--- config.mk ---
export PLATFORM = sky130hd
export DESIGN_NAME = dmem_responder
export DESIGN_NICKNAME = d
export VERILOG_FILES = /design/src/rtl/dmem_responder.sv
export SDC_FILE = /design/constraint.sdc
export NUM_CORES = 1
export LEC_CHECK = 0
export ABC_AREA = 1
export ABC_CLOCK_PERIOD_IN_PS = 1800
export CAP_MARGIN = 25
export CORE_MARGIN = 5
export CORE_UTILIZATION = 45
export DETAILED_ROUTE_END_ITERATION = 10
export MAX_ROUTING_LAYER = met4
export PLACE_DENSITY = 0.73
export SYNTH_ARGS = -nofsm -noshare
export SYNTH_HDL_FRONTEND = slang
export SYNTH_SLANG_ARGS = --single-unit
--- constraint.sdc ---
create_clock -name clk -period 1.8 [get_ports clk]
set_input_delay 0.36 -clock clk [delete_from_list [all_inputs] [get_ports clk]]
set_output_delay 0.36 -clock clk [all_outputs]
set_load 0.01 [all_outputs]
--- src/rtl/dmem_responder.sv ---
// rtl/dmem_responder.sv - 16-word data memory behind a req/ack handshake with programmable wait states (optional DMEM_ACCESS_CNT_EN access counters)
module dmem_responder #(
    parameter int DW          = 16,
    parameter int AW          = 4,
    parameter int WAIT_CYCLES = 2
) (
    input  logic          clk,
    input  logic          rst_n,
    input  logic          req,
    input  logic          we,
    input  logic [AW-1:0] addr,
    input  logic [DW-1:0] wdata,
    output logic          ack,
    output logic [DW-1:0] rdata,
    output logic          busy
`ifdef DMEM_ACCESS_CNT_EN
    ,
    output logic [15:0]   rd_cnt,
    output logic [15:0]   wr_cnt
`endif
);

    localparam int DEPTH = 2 ** AW;
    localparam int CW    = (WAIT_CYCLES > 1) ? $clog2(WAIT_CYCLES) : 1;

    typedef enum logic [1:0] {
        ST_IDLE,
        ST_WAIT,
        ST_RESP,
        ST_RELEASE
    } state_t;

    state_t        state_q, state_d;
    logic [CW-1:0] cnt_q, cnt_d;
    logic          capture, commit;

    logic [DW-1:0] mem [DEPTH];
    logic [AW-1:0] addr_l;
    logic          we_l;
    logic [DW-1:0] wdata_l;

    logic [AW-1:0] c_addr;
    logic          c_we;
    logic [DW-1:0] c_wdata;

    always_ff @(posedge clk or negedge rst_n) begin
        if (!rst_n) begin
            state_q <= ST_IDLE;
            cnt_q   <= '0;
        end else begin
            state_q <= state_d;
            cnt_q   <= cnt_d;
        end
    end

    always_comb begin
        state_d = state_q;
        cnt_d   = cnt_q;
        capture = 1'b0;
        commit  = 1'b0;
        case (state_q)
            ST_IDLE: begin
                if (req) begin
                    capture = 1'b1;
                    if (WAIT_CYCLES == 0) begin
                        state_d = ST_RESP;
                        commit  = 1'b1;
                    end else begin
                        state_d = ST_WAIT;
                        cnt_d   = CW'(WAIT_CYCLES - 1);
                    end
                end
            end
            ST_WAIT: begin
                if (cnt_q == '0) begin
                    state_d = ST_RESP;
                    commit  = 1'b1;
                end else begin
                    cnt_d = cnt_q - CW'(1);
                end
            end
            ST_RESP: begin
                state_d = req ? ST_RELEASE : ST_IDLE;
            end
            ST_RELEASE: begin
                if (!req) state_d = ST_IDLE;
            end
            default: state_d = ST_IDLE;
        endcase
    end

    // A zero-wait commit happens on the capture edge, so it must use the live inputs.
    assign c_addr  = (state_q == ST_IDLE) ? addr  : addr_l;
    assign c_we    = (state_q == ST_IDLE) ? we    : we_l;
    assign c_wdata = (state_q == ST_IDLE) ? wdata : wdata_l;

    always_ff @(posedge clk or negedge rst_n) begin
        if (!rst_n) begin
            addr_l  <= '0;
            we_l    <= 1'b0;
            wdata_l <= '0;
            ack     <= 1'b0;
            rdata   <= '0;
            busy    <= 1'b0;
            for (int i = 0; i < DEPTH; i++) mem[i] <= '0;
        end else begin
            ack  <= commit;
            busy <= (state_d != ST_IDLE);
            if (capture) begin
                addr_l  <= addr;
                we_l    <= we;
                wdata_l <= wdata;
            end
            if (commit) begin
                if (c_we) mem[c_addr] <= c_wdata;
                else      rdata       <= mem[c_addr];
            end
        end
    end

`ifdef DMEM_ACCESS_CNT_EN
    logic [15:0] rd_cnt_q, wr_cnt_q;

    always_ff @(posedge clk or negedge rst_n) begin
        if (!rst_n) begin
            rd_cnt_q <= '0;
            wr_cnt_q <= '0;
        end else if (commit) begin
            if (c_we && wr_cnt_q != 16'hFFFF)  wr_cnt_q <= wr_cnt_q + 16'd1;
            if (!c_we && rd_cnt_q != 16'hFFFF) rd_cnt_q <= rd_cnt_q + 16'd1;
        end
    end

    assign rd_cnt = rd_cnt_q;
    assign wr_cnt = wr_cnt_q;
`endif

endmodule

### Word level (Yosys, flattened, before mapping)

Cells that the tools add are included.

* input bits: 24
* word-level logic and storage cells: 61
* bits in registers: 298

* reductions and logical operators: 7
* bitwise logic cells: 2
* muxes and demuxes: 21
* $add $sub $neg: 1
* equality and inequality tests: 4
* magnitude comparators: 2

Operators by type and width (count)
* 256-bit bitwise mux: 1
* 16-bit binary-select mux with 4-bit select: 1
* 16-bit demux with 4-bit select: 1
* 16-bit two-way mux: 4
* 2-bit two-way mux: 4
* 2-bit one-hot mux with 4 select lines: 1
* 1-bit two-way mux: 7
* 2-bit AND reduction: 3
* 5-bit greater-or-equal comparator (second input constant): 1
* 5-bit by 1-bit < comparator with 1-bit output (second input constant): 1
* 4-bit NOT with 5-bit output: 1
* 2-bit == test (second input constant): 2
* 4-bit two-way mux: 1
* 2-bit nonzero test: 2
* 2-bit by 1-bit == test with 1-bit output (second input constant): 1
* 2-bit logical NOT: 1
* 2-bit != test (second input constant): 1
* 1-bit one-hot mux with 2 select lines: 1
* 1-bit logical AND: 1
* 1-bit NOT: 1
* 1-bit subtractor (second input constant): 1

### Depth between registers and ports, before layout

* depth in word-level cells: 8
* gate-level depth with buffers: 14
* depth with buffers taken out: 12

### Worst setup path before layout

No wires, ideal clock.

* kind: reg2reg
* from: register state_q[1]
* to: register mem[20] (netlist bit)
* stages on the path, launching flop included: 12
* setup time: 0.137 ns
* arrival time: 1.637 ns
* buffers on the path: 3
* data required time: 1.663 ns
* slack: 0.026 ns
* path through: dfrtp_1 > nor2_4 > buf_6 > nand2_1 > nand2_1 > buf_4 > nand3_2 > inv_2 > nand2_1 > clkbuf_1 > nand2_1 > o21ai_0

* word-level cells in the longest chain between the ends: 8

RTL lines
* start: declaration: RTL line 33 `state_t state_q, state_d;`
* start signal: assignment: RTL line 51 `state_q <= state_d;`
* 2-bit logical NOT: RTL line 93, 94, 95
* 4-bit two-way mux: RTL line 93 `assign c_addr = (state_q == ST_IDLE) ? addr : addr_l;`
* 4-bit NOT with 5-bit output (not written as such): RTL line 115 `if (c_we) mem[c_addr] <= c_wdata;`
* 5-bit greater-or-equal comparator (not written as such) or 5-bit by 1-bit < comparator with 1-bit output (tied branches): RTL line 115
* 1-bit logical AND (not written as such): RTL line 115
* 16-bit two-way mux (not written as such): RTL line 115
* 16-bit demux with 4-bit select: RTL line 115
* 256-bit bitwise mux: RTL line 115
* end signal: indexed assignment: RTL line 115
* end: declaration: RTL line 37 `logic [DW-1:0] mem [DEPTH];`

Parallel ways exist; a longest one is shown, timed or not.
A chain may end at the register's enable or synchronous reset.

### Worst setup path in the final report

* from: register state_q[0]
* to: register mem[171] (netlist bit)

Same word-level chain as after synthesis.

==> results by group <==
Run status
  • Status: complete, but fails checks
  • Failing checks: negative setup slack

STA
  • Hold slack: 0.2913 ns
  • Worst setup margin: -0.4790 ns
  • Unrepaired setup endpoints after global routing: true
  • Final Skew: 0.02552 ns
  • Final period util: 1.266
  • Final Hold Fails: 0
  • Worst Tran Pin Value: 0.5130 ns
  • TNS Setup: -56.73 ns
  • Slew Limit Fails: 0
  • Period minus WS final: 2.279 ns
  • Relative slew slack: 0.6580
  • Final setup violation count: 280
  • Max Fclk: 438.8 MHz

Critical path
  • Worst r2r src: state_q[0]
  • R2R setup slack: -0.48 ns
  • Crit. End Element: flop
  • Critical Path AT: 2.76 ns
  • Worst path required time: 2.28 ns
  • Crit Path Category: reg2reg
  • Crit-path max FO: 4
  • Startpoint class of the critical path: flop
  • R2r worst-path depth: 11
  • Worst r2r dst: mem[171]

Min path
  • Hold WC Path Type: in2async

Pwr
  • Clk network pwr share: 0.167
  • Int Pwr: 20.87 mW
  • Psw: 16.85 mW
  • Comb pwr share: 0.537
  • P_leak: 9.437 nW
  • Sequential share of power: 0.297
  • Worst vdd ir: 0.001006 V
  • Switching Fraction: 0.4467
  • Pwr dens: 1969 mW/mm²

Logic synthesis
  • Syn avg cell area: 7.666 µm²
  • Ys Warns: 0
  • Mux share of post-synthesis cell area: 0
  • Post-Synth Adder-Cell Area: 0
  • Sequential fraction of the synthesis area: 0.5327
  • Share of the synthesized area in the top cell type: 0.5327
  • Compound-Gate Fraction of Synth Area: 0.1109
  • Synth top area cells: dfrtp_1 53%, nand2_1 17%, a21oi_1 6.4%
  • Top cell type by total area after synthesis: dfrtp_1
  • Post-synth cell types: 21
  • Main combinational cell family by area after synthesis: simple AND/OR/NAND/NOR gates
  • Synth Area in Simple Gates: 0.3033
  • Syn nets: 1850
  • #FFs+latches synth: 298
  • Cell area after synthesis: 0.01400 mm²
  • XOR/XNOR Fraction of Synth Area: 0
  • Gate count of the mapped netlist: 1826

Die
  • Die Y: 186.4 µm
  • Site Rows: 64
  • Die W: 186.4 µm
  • IO Count: 42
  • DIE AREA: 0.03474 mm²
  • Core area: 0.03067 mm²
  • Initial Util: 0.4564

Cells and area
  • Synth-to-Final Area Change: 36.89%
  • Most frequent cells in the layout: 601 x nand2_1, 298 x dfrtp_1, 181 x nor2_1, 150 x nand3_1, 149 x a21oi_1
  • Commonest non-fill, non-tap cell in the layout: nand2_1
  • Layout Cell Area excl Fill: 0.01916 mm²
  • Net count, final: 1982
  • Layout cell share with drive strength beyond 1: 0.2106

Clock network
  • Root Driver: clkbuf_16
  • H-tree levels: 1
  • CTS tree: done
  • Worst-path clk slew: 0.07 ns
  • Clock Path Buffers: 3
  • # clock sinks: 298
  • Worst skew pair latency: 0.59 ns
  • CTS buffer count: 30

Detailed routing
  • Post-route ant nets: 0
  • Drt pass-1 iters: 6
  • Met3 wire len: 7583 µm
  • Routed len/inst: 23.62 µm
  • Routed via count: 14470
  • Routed WL: 56260 µm
  • Wl on met1: 19380 µm
  • 1st-iter DRT viols: 2116
  • Detail Route met2 WL: 24690 µm
  • Top Metal Used: met4
  • Routed vias/inst: 6.073
  • Drt drc: 0

Place
  • Detailed placement HPWL: 26360 µm
  • Placed Area: 0.01583 mm²
  • Routability Congestion: 0.9205
  • Number of port buffers: 41

GRT
  • Largest net degree at the start of global routing: 51
  • GRT Util Overall: 0.2619
  • Vias in the first global route: 13160
  • First-pass GRT wire length: 71880 µm
  • GRT overflow: 0
  • Initial antenna violation count: 3

Job
  • Number of max-cap violations: 0
[how the worst max path moves through the flow]
stage	startpoint	end	slack, ns	depth (start not counted)
after floorplan	state_q[1]	mem[20]	0.03	11
after global placement	addr[0]	mem[166]	-0.43	9
after detailed placement	addr[0]	mem[167]	-0.42	10
after CTS	state_q[1]	mem[243]	-0.14	11
after global routing	state_q[1]	mem[171]	-0.50	11
final	state_q[0]	mem[171]	-0.48	11
[worst max-delay path: stages, from the launching register on]
cell       delay (ns)
dfrtp_1          0.42
nor2_4           0.17
buf_6            0.15
o21ai_4          0.09
buf_16           0.15
nor2_4           0.25
nand2_4          0.14
nor2_4           0.15
buf_8            0.18
clkbuf_16        0.18
nor2_1           0.04
a21oi_1          0.23
[synthesized netlist by cell type]
| cell | n |
|---|---|
| buf_2 | 66 |
| o21ai_1 | 12 |
| inv_1 | 31 |
| and2_1 | 1 |
| o21a_1 | 14 |
| nand2_1 | 644 |
| buf_1 | 7 |
| nor3_2 | 1 |
| nor2_2 | 10 |
| a21oi_1 | 180 |
| nor2_1 | 231 |
| dfrtp_1 | 298 |
| o21ai_2 | 3 |
| nand3_1 | 161 |
| clkbuf_1 | 59 |
| nor2_4 | 5 |
| inv_2 | 6 |
| nand3_2 | 2 |
| buf_4 | 2 |
| o21ai_0 | 92 |
| buf_6 | 1 |
[state kept, by name, indices dropped and copies added, names as in the netlist]
| signal | cells |
|---|---|
| state_q | 2 |
| ack | 1 |
| cnt_q | 1 |
| we_l | 1 |
| mem | 256 |
| rdata | 16 |
| busy | 1 |
| addr_l | 4 |
| wdata_l | 16 |
[final cells by class]
cell class	count	area [µm²]
Sequential cell	298	7457
Clock buffer	46	922.1
Antenna cell	6	15.01
Tap cell	396	495.5
Inverter	37	170.2
Multi-Input combinational cell	1356	6549
Clock inverter	8	46.29
Fill cell	2306	11510
Timing Repair Buffer	235	3507
[through the flow]
step                power, mW  utilization  setup slack, ns  cells
finish                  37.73       0.6248          -0.4790   2382
global route            39.35       0.6246          -0.5033   2380
CTS                     34.92       0.5823          -0.1444   2333
detailed placement      26.44       0.5162          -0.4158   2242
global placement        26.08       0.5162          -0.4299   2242
floorplan               19.82            -          0.02605   1826
[cells by family (layout without fill, tap and decap cells)]
group	after synthesis	in the layout
compound gates	301	301
buf+inv	172	326
flops	298	298
other cells	0	6
simple gates	1055	1055
[timing repair]
action,in CTS,in global routing
hold buffers,1,0
pin swaps,23,19
resized for setup,166,152
endpoints found under the hold margin,38,0
endpoints found under the setup margin,285,284
buffers inserted,22,16
cloned,14,28
[per-layer routing]
layer,vias up,GRT usage
li1,6144,-
met1,6811,0.3296
met2,1126,0.4071
met3,384,0.04260
met4,0,0.1426
met5,-,-
[power by group through the flow]
stage / Combinational, mW / Clock [mW] / Sequential (mW)
6_report: 20.2 / 6.28 / 11.2
5_1_grt: 21.3 / 6.55 / 11.5
4_1_cts: 17.8 / 6.18 / 10.9
3_5_place_dp: 15.5 / 0 / 11.0
3_3_place_gp: 15.2 / 0 / 10.9
2_1_floorplan: 9.16 / 0 / 10.7
(Power assumes the default switching activity.)
